### config.mk
export PLATFORM = sky130hd
export DESIGN_NAME = seed_index_aligner
export DESIGN_NICKNAME = d
export VERILOG_FILES = /design/src/rtl/seed_index_aligner.sv
export SDC_FILE = /design/constraint.sdc
export NUM_CORES = 2
export LEC_CHECK = 0
export ABC_AREA = 1
export CAP_MARGIN = 20
export CORE_AREA = 2 2 311 313
export CTS_BUF_LIST = sky130_fd_sc_hd__clkbuf_8 sky130_fd_sc_hd__clkbuf_16
export CTS_CLUSTER_DIAMETER = 100
export DETAILED_ROUTE_END_ITERATION = 10
export DIE_AREA = 0 0 313 315
export HOLD_SLACK_MARGIN = 0.03
export PLACE_DENSITY_LB_ADDON = 0.3
export SKIP_CTS_REPAIR_TIMING = 1
export SYNTH_ARGS = -nofsm -noshare
export SYNTH_HDL_FRONTEND = slang
export SYNTH_SLANG_ARGS = --single-unit
export TNS_END_PERCENT = 50
### constraint.sdc
create_clock -name clk -period 12.28 [get_ports clk]
set_input_delay 2.456 -clock clk [delete_from_list [all_inputs] [get_ports clk]]
set_output_delay 2.456 -clock clk [all_outputs]
set_load 0.01 [all_outputs]
### src/rtl/seed_index_aligner.sv
// Seed-and-extend aligner: buckets every reference seed by its first base, then scans the buckets
// for seeds of a short read. Define SEED_VERIFY_EN to also require a full-read match.
module seed_index_aligner #(
  parameter int unsigned REF_BASES    = 50,
  parameter int unsigned READ_BASES   = 8,
  parameter int unsigned SEED_BASES   = 4,
  parameter int unsigned WINDOW_BASES = 10,
  parameter int unsigned DEPTH        = 16,
  parameter int unsigned POS_W        = $clog2(REF_BASES)
) (
  input  logic                      clk,
  input  logic                      reset,
  input  logic                      start,
  input  logic [2*REF_BASES-1:0]    reference,
  input  logic [2*READ_BASES-1:0]   shortread,
  output logic                      busy,
  output logic                      done,
  output logic                      hit,
  output logic [POS_W-1:0]          index,
  output logic [2*WINDOW_BASES-1:0] seq_window,
  output logic                      overflow
);

  localparam int unsigned SeedW = 2 * SEED_BASES;
  localparam int unsigned WinW  = 2 * WINDOW_BASES;
  localparam int unsigned ReadW = 2 * READ_BASES;
  localparam int unsigned CntW  = $clog2(DEPTH + 1);
  localparam int unsigned EntW  = (DEPTH > 1) ? $clog2(DEPTH) : 1;

  typedef logic [POS_W-1:0] pos_t;
  typedef logic [POS_W:0]   diff_t;
  typedef logic [CntW-1:0]  cnt_t;

  localparam pos_t  LastP    = pos_t'(REF_BASES - SEED_BASES);
  localparam pos_t  LastQ    = pos_t'(READ_BASES - SEED_BASES);
  localparam diff_t MaxIdx   = diff_t'(REF_BASES - WINDOW_BASES);
  localparam cnt_t  DepthC   = cnt_t'(DEPTH);

  typedef enum logic [1:0] {StIdle, StBuild, StSearch, StDone} state_e;

  state_e              state_q, state_d;
  logic [2*REF_BASES-1:0] ref_q, ref_d;
  logic [ReadW-1:0]    read_q, read_d;
  pos_t                p_q, p_d, q_q, q_d;
  logic [EntW-1:0]     e_q, e_d;
  cnt_t                cnt_q [4];
  cnt_t                cnt_d [4];
  logic                hit_q, hit_d, ovf_q, ovf_d;
  pos_t                idx_q, idx_d;
  logic [WinW-1:0]     seq_q, seq_d;

  // Bucket storage is intentionally left unreset; only entries below the count are ever read.
  logic [SeedW-1:0]    seed_mem [4][DEPTH];
  pos_t                pos_mem  [4][DEPTH];

  logic [SeedW-1:0]    build_seed, query_seed, ent_seed;
  logic [1:0]          build_bkt, query_bkt;
  cnt_t                build_cnt, query_cnt;
  pos_t                ent_pos;
  diff_t               diff;
  logic [WinW-1:0]     win;
  logic                cand, last_entry, wr_en;

  assign build_seed = SeedW'(ref_q >> {p_q, 1'b0});
  assign build_bkt  = build_seed[1:0];
  assign build_cnt  = cnt_q[build_bkt];
  assign query_seed = SeedW'(read_q >> {q_q, 1'b0});
  assign query_bkt  = query_seed[1:0];
  assign query_cnt  = cnt_q[query_bkt];
  assign ent_seed   = seed_mem[query_bkt][e_q];
  assign ent_pos    = pos_mem[query_bkt][e_q];
  assign diff       = {1'b0, ent_pos} - {1'b0, q_q};
  assign win        = WinW'(ref_q >> {diff[POS_W-1:0], 1'b0});
  assign last_entry = (cnt_t'(e_q) + 1'b1) == query_cnt;

`ifdef SEED_VERIFY_EN
  localparam diff_t MaxReadIdx = diff_t'(REF_BASES - READ_BASES);
  logic read_ok;
  assign read_ok = (diff <= MaxReadIdx) &&
                   (ReadW'(ref_q >> {diff[POS_W-1:0], 1'b0}) == read_q);
`else
  logic read_ok;
  assign read_ok = 1'b1;
`endif

  // ent_pos >= q_q is checked explicitly so the POS_W+1 bit difference never wraps.
  assign cand = (ent_seed == query_seed) && (ent_pos >= q_q) && (diff <= MaxIdx) && read_ok;

  always_comb begin
    state_d = state_q;
    ref_d   = ref_q;
    read_d  = read_q;
    p_d     = p_q;
    q_d     = q_q;
    e_d     = e_q;
    cnt_d   = cnt_q;
    hit_d   = hit_q;
    idx_d   = idx_q;
    seq_d   = seq_q;
    ovf_d   = ovf_q;
    wr_en   = 1'b0;
    unique case (state_q)
      StIdle: begin
        if (start) begin
          ref_d   = reference;
          read_d  = shortread;
          cnt_d   = '{default: '0};
          hit_d   = 1'b0;
          idx_d   = '0;
          seq_d   = '0;
          ovf_d   = 1'b0;
          p_d     = '0;
          state_d = StBuild;
        end
      end
      StBuild: begin
        if (build_cnt < DepthC) begin
          wr_en            = 1'b1;
          cnt_d[build_bkt] = build_cnt + 1'b1;
        end else begin
          ovf_d = 1'b1;
        end
        if (p_q == LastP) begin
          q_d     = '0;
          e_d     = '0;
          state_d = StSearch;
        end else begin
          p_d = p_q + 1'b1;
        end
      end
      StSearch: begin
        if ((query_cnt != '0) && cand) begin
          hit_d   = 1'b1;
          idx_d   = diff[POS_W-1:0];
          seq_d   = win;
          state_d = StDone;
        end else if ((query_cnt == '0) || last_entry) begin
          e_d = '0;
          if (q_q == LastQ) begin
            state_d = StDone;
          end else begin
            q_d = q_q + 1'b1;
          end
        end else begin
          e_d = e_q + 1'b1;
        end
      end
      StDone: state_d = StIdle;
      default: state_d = StIdle;
    endcase
  end

  always_ff @(posedge clk or negedge reset) begin
    if (!reset) begin
      state_q <= StIdle;
      ref_q   <= '0;
      read_q  <= '0;
      p_q     <= '0;
      q_q     <= '0;
      e_q     <= '0;
      cnt_q   <= '{default: '0};
      hit_q   <= 1'b0;
      idx_q   <= '0;
      seq_q   <= '0;
      ovf_q   <= 1'b0;
    end else begin
      state_q <= state_d;
      ref_q   <= ref_d;
      read_q  <= read_d;
      p_q     <= p_d;
      q_q     <= q_d;
      e_q     <= e_d;
      cnt_q   <= cnt_d;
      hit_q   <= hit_d;
      idx_q   <= idx_d;
      seq_q   <= seq_d;
      ovf_q   <= ovf_d;
    end
  end

  always_ff @(posedge clk) begin
    if (wr_en) begin
      seed_mem[build_bkt][build_cnt[EntW-1:0]] <= build_seed;
      pos_mem[build_bkt][build_cnt[EntW-1:0]]  <= p_q;
    end
  end

  assign busy       = (state_q != StIdle);
  assign done       = (state_q == StDone);
  assign hit        = hit_q;
  assign index      = idx_q;
  assign seq_window = seq_q;
  assign overflow   = ovf_q;

endmodule

### Word level (Yosys, flattened, before mapping)

Memories as Yosys holds them, arrays and structs flattened.
Cells that the tools add are included.

| word-level totals | value |
|---|---|
| register bits | 182 |
| memory bits (writable) | 896 |
| input port bits | 119 |
| output and inout port bits | 30 |
| logic and storage cells | 131 |
| memories | 2 |

Memory list:

| memory | depth | bits a word | rd ports | clocked after memory_dff | write ports | line | text |
|---|---|---|---|---|---|---|---|
| seed_mem | 4 | 128 | 1 | 0 | 1 | 53 | `logic [SeedW-1:0] seed_mem [4][DEPTH];` |
| pos_mem | 4 | 96 | 1 | 0 | 1 | 54 | `pos_t pos_mem [4][DEPTH];` |

| cells by class | value |
|---|---|
| add/subtract/negate cells | 6 |
| order comparisons | 9 |
| equality and inequality tests | 18 |
| shift-type cells | 3 |
| mux-type cells | 54 |
| bitwise logic cells | 4 |
| reductions and logical operators | 21 |

Operators by type and width:

| operator | count |
|---|---|
| 128-bit 2-to-1 mux | 1 |
| 100-bit by 7-bit right shift with 20-bit output | 1 |
| 100-bit by 7-bit right shift with 8-bit output | 1 |
| 96-bit 2-to-1 mux | 1 |
| 20-bit case mux with 2 select lines | 2 |
| 20-bit 2-to-1 mux | 3 |
| 6-bit 2-to-1 mux | 10 |
| 6-bit case mux with 2 select lines | 3 |
| 8-bit binary-select mux with 4-bit select | 1 |
| 8-bit demux with 4-bit select | 1 |
| 5-bit 2-to-1 mux | 5 |
| 6-bit binary-select mux with 4-bit select | 1 |
| 6-bit demux with 4-bit select | 1 |
| 8-bit 2-to-1 mux | 3 |
| 5-bit binary-select mux with 2-bit select | 2 |
| 20-bit bitwise mux | 1 |
| 2-bit != test (second input constant) | 9 |
| 16-bit by 7-bit right shift with 8-bit output | 1 |
| 3-bit AND reduction | 5 |
| 6-bit by 1-bit adder with 6-bit output (second input constant) | 2 |
| 4-bit 2-to-1 mux | 3 |
| 5-bit demux with 2-bit select | 1 |
| 5-bit greater-or-equal comparator (second input constant) | 2 |
| 2-bit 2-to-1 mux | 5 |
| other kinds (32) | 50 |

### Longest topological paths before layout

| depth | value |
|---|---|
| depth in word-level cells | 11 |
| mapped depth | 39 |
| gate-level depth less buffers | 34 |

### Worst setup path after synthesis

OpenSTA, ideal clock, no wires.

| timing | value |
|---|---|
| kind | register to register |
| from | register p_q[0] |
| to | memory seed_mem[0][106] in the netlist's numbering, data pin |
| library setup time | 1.008 ns |
| data arrival time | 6.832 ns |
| data required time | 11.272 ns |
| slack | 4.439 ns |
| cell stages (with the launch flop) | 10 |
| path buffers | 5 |
| clock period less this slack | 7.841 ns |
| path through | dfrtp_1 -> buf_2 -> buf_2 -> buf_2 -> clkbuf_1 -> clkbuf_1 -> o21ai_0 -> o221ai_1 -> a21oi_1 -> o311ai_0 |

| on the way | value |
|---|---|
| cells in the longest elaborated chain, start to end | 1 |

RTL lines:

| what | line | text |
|---|---|---|
| start: declaration | 44 | `pos_t p_q, p_d, q_q, q_d;` |
| start signal: assignment | 170 | `p_q <= p_d;` |
| 100-bit by 7-bit right shift with 8-bit output | 64 | `assign build_seed = SeedW'(ref_q >> {p_q, 1'b0});` |
| via build_seed[2] | 56 | `logic [SeedW-1:0] build_seed, query_seed, ent_seed;` |
| end: declaration | 53 |  |

The timed path passes the listed nets, and every way through them passes these cells.

### Worst setup path after layout

| timing | value |
|---|---|
| from | register q_q[4] |
| to | register seq_q[4] (netlist: seq_window[4]) |

| on the way | value |
|---|---|
| cells in the longest elaborated chain, start to end | 11 |
| elaborated cells on any way between the ends | 26 |
| classes of those cells | add/sub: 1; order compare: 2; eq/ne: 2; shift: 2; mux: 11; bitwise: 1; reduce/logical: 5; memory: 2 |

RTL lines:

| what | line | text |
|---|---|---|
| start: declaration | 44 |  |
| start signal: assignment | 171 | `q_q <= q_d;` |
| parallel branches: the longest is 11 deep, another holds memory read 4 x 96 bit | - |  |
| end signal: assignment | 176 | `seq_q <= seq_d;` |
| end: declaration | 50 | `logic [WinW-1:0] seq_q, seq_d;` |

Several ways; the timed one is not identified. The select of a mux whose other input is x is not followed.
A chain may end at the register's enable or synchronous reset.

==> results.json <==
{
  "cts_buffers": 110,
  "synthTopCellsByCount": "1519 x nand2_1, 896 x edfxtp_1, 647 x nand3_1",
  "syn_area_um2": 52100,
  "insertion_delay_ns": 0.71,
  "port_buffers": 148,
  "crit_slowest_cell": "inv_8",
  "fmax_mhz": 100,
  "synth.avg_cell_area_um2": 9.52,
  "place_congestion": 1.07,
  "worstSetupPathType": "reg -> reg",
  "synth_top_flop_cell": "edfxtp_1",
  "vias": 42100,
  "num_io_pins": 149,
  "synth_top_area_share_pct": 51.6,
  "rsz0062_at_grt": "false",
  "overflow": 0,
  "routed_wl_um": 160000,
  "synthSimpleGateAreaFrac_pct": 21.8,
  "die_w_um": 313,
  "synth_area_leaders": "edfxtp_1 52%, nand2_1 11%, dfrtp_1 8.7%",
  "status": "finished, final reports clean",
  "die_h_um": 315,
  "grt_start_max_net_pins": 219,
  "drcViolationCount": 0,
  "fin_ws_ns": 2.32,
  "ant_nets": 0,
  "yosysMostFrequentCell": "nand2_1",
  "coreArea_um2": 95700,
  "initial_core_util_pct": 54.4,
  "final_nets": 5584,
  "synth_edf_count": 896,
  "critPathLaunchType": "flip-flop",
  "synth_top_family_by_area": "simple AND/OR/NAND/NOR gates",
  "antenna_found_initial": 2,
  "grtUsageTotal_pct": 31.9,
  "synth-compound-area-share_pct": 10.9,
  "yosys_warnings": 0,
  "hold_class": "reg -> reg",
  "ys_seq_elements": 1078,
  "worst_path_largest_cell_delay_ns": 0.91,
  "finalNonFillerCells": 6814,
  "avgViaCountPerCell": 6.17,
  "synth_top_area_cell": "edfxtp_1",
  "die_area_um2": 98600,
  "clk_pin_slew_ns": 0.06,
  "synthMuxAreaShare_pct": 0.461,
  "syn_nets": 5611,
  "seq_area_frac_synth_pct": 60.4,
  "clock_sinks": 1078,
  "finalCriticalPeriod_ns": 9.96,
  "fin_crit_sh_pct": 81.1,
  "drive_gt1_share_pct": 6.27,
  "slew_headroom_pct": 15.6,
  "synthDistinctLibCells": 58,
  "rows": 114,
  "cpMostUsedCell": "nand2_1",
  "synthXorXnorAreaFrac_pct": 0.134,
  "critPathArrivalTime_ns": 10.55,
  "final.setup.tns_ns": 0,
  "dpl.cell_count": 6609,
  "slew_violations": 0,
  "area_growth_syn_to_layout_pct": 11.2,
  "synth_cells": 5472,
  "synthArstFlopShare_pct": 16.9,
  "tritoncts": "done",
  "clockRootBuffer": "clkbuf_16",
  "place_ws_ns": 2.53,
  "htree_levels": 3,
  "place.detailed.hpwl_um": 98000,
  "cap_violations": 0,
  "final-hold-violation-count": 0,
  "clock-skew-final_ns": 0.0248,
  "worstSetupEndpointType": "flip-flop",
  "drt_pass1_iterations": 9,
  "synthAdderAreaFrac_pct": 0.495,
  "num_antenna_cells": 0,
  "tightest_slew_ns": 1.25,
  "wl_per_cell_um": 23.5,
  "worstPathRequired_ns": 12.87,
  "setup_violations": 0,
  "grt_pass1_vias": 39000,
  "crit_fanout": 142,
  "grt_pass1_wl_um": 239000,
  "final_core_util_pct": 60.5,
  "drtIter0Drc": 6543,
  "cts.path.max_buffers": 3
}
[per-stage QoR]
step           hold slack [ns]  instance area, um2
6_report                 0.490               58000
5_1_grt                  0.501               58000
4_1_cts                  0.480               58000
3_5_place_dp             0.462               54400
3_3_place_gp             0.470               54400
2_1_floorplan            0.449               52100
[layout by cell type, fill, tap and decap left out, drive strengths merged, types with 14 or more instances in the layout]
master and instances:
buf 108, mux2i 24, edfxtp 896, clkinv 47, nand3 651, a21oi 127
o211ai 82, ha 19, a32o 32, nor2 335, nand2 1524, clkbuf 119
nand3b 65, clkdlybuf4s50 147, o32ai 18, dfrtp 182, inv 343, nor3 27
o22ai 14, o221ai 49, nand4 55, a31oi 14, o21ai 556
[critical path, delay by kind of cell, from the launching register on]
kind | cells | cell delay, ns
flops | 1 | 0.44
compound gates | 3 | 0.56
buf+inv | 5 | 2.59
fa+ha+maj | 1 | 0.61
simple gates | 21 | 5.33
[routing by layer]
| metal | GRT usage [%] | vias to the layer above | share of wire, % |
|---|---|---|---|
| li1 | - | 19000 | - |
| met1 | 44.0 | 20200 | 39 |
| met2 | 47.4 | 2445 | 44 |
| met3 | 8.59 | 431 | 12 |
| met4 | 14.4 | 4 | 4.9 |
| met5 | 0 | - | 0.015 |
[logic make-up after synthesis]
family,Yosys count
compound gates,958
xor+xnor,8
fa+ha+maj,20
buf+inv,713
flops,1078
mux,24
simple gates,2671
[final timing paths]
| path | depth (start not counted) | start | endpoint | slack, ns |
|---|---|---|---|---|
| hold reg to reg | 2 | hit | hit | 0.49 |
| hold / removal | 2 | hit | hit | 0.49 |
| max in group asynchronous | 2 | reset | p_q[1] | 9.16 |
| setup reg to reg | 30 | q_q[4] | seq_window[4] | 2.32 |
| min in group asynchronous | 1 | reset | read_q[4] | 1.68 |
| setup / recovery | 30 | q_q[4] | seq_window[4] | 2.32 |
[flip-flops by register name (all words and copies together), names as in the netlist]
signal and cells:
seed_mem 512, pos_mem 384, ref_q 100, cnt_q 20, seq_window 20, read_q 16, index 6, p_q 6
q_q 6, e_q 4, state_q 2, hit 1, overflow 1
[final cells by class]
| class | instances | area (um2) |
|---|---|---|
| Fill cell | 7822 | 37800 |
| Sequential cell | 1078 | 31500 |
| Multi-Input combinational cell | 3681 | 17800 |
| Clock buffer | 118 | 2860 |
| Timing Repair Buffer | 257 | 2350 |
| Tap cell | 1276 | 1600 |
| Inverter | 317 | 1200 |
| Clock inverter | 87 | 664 |
Power is left out: the tool's default activity adds up to more than one toggle a clock period on the data nets, which glitch-free logic cannot reach.
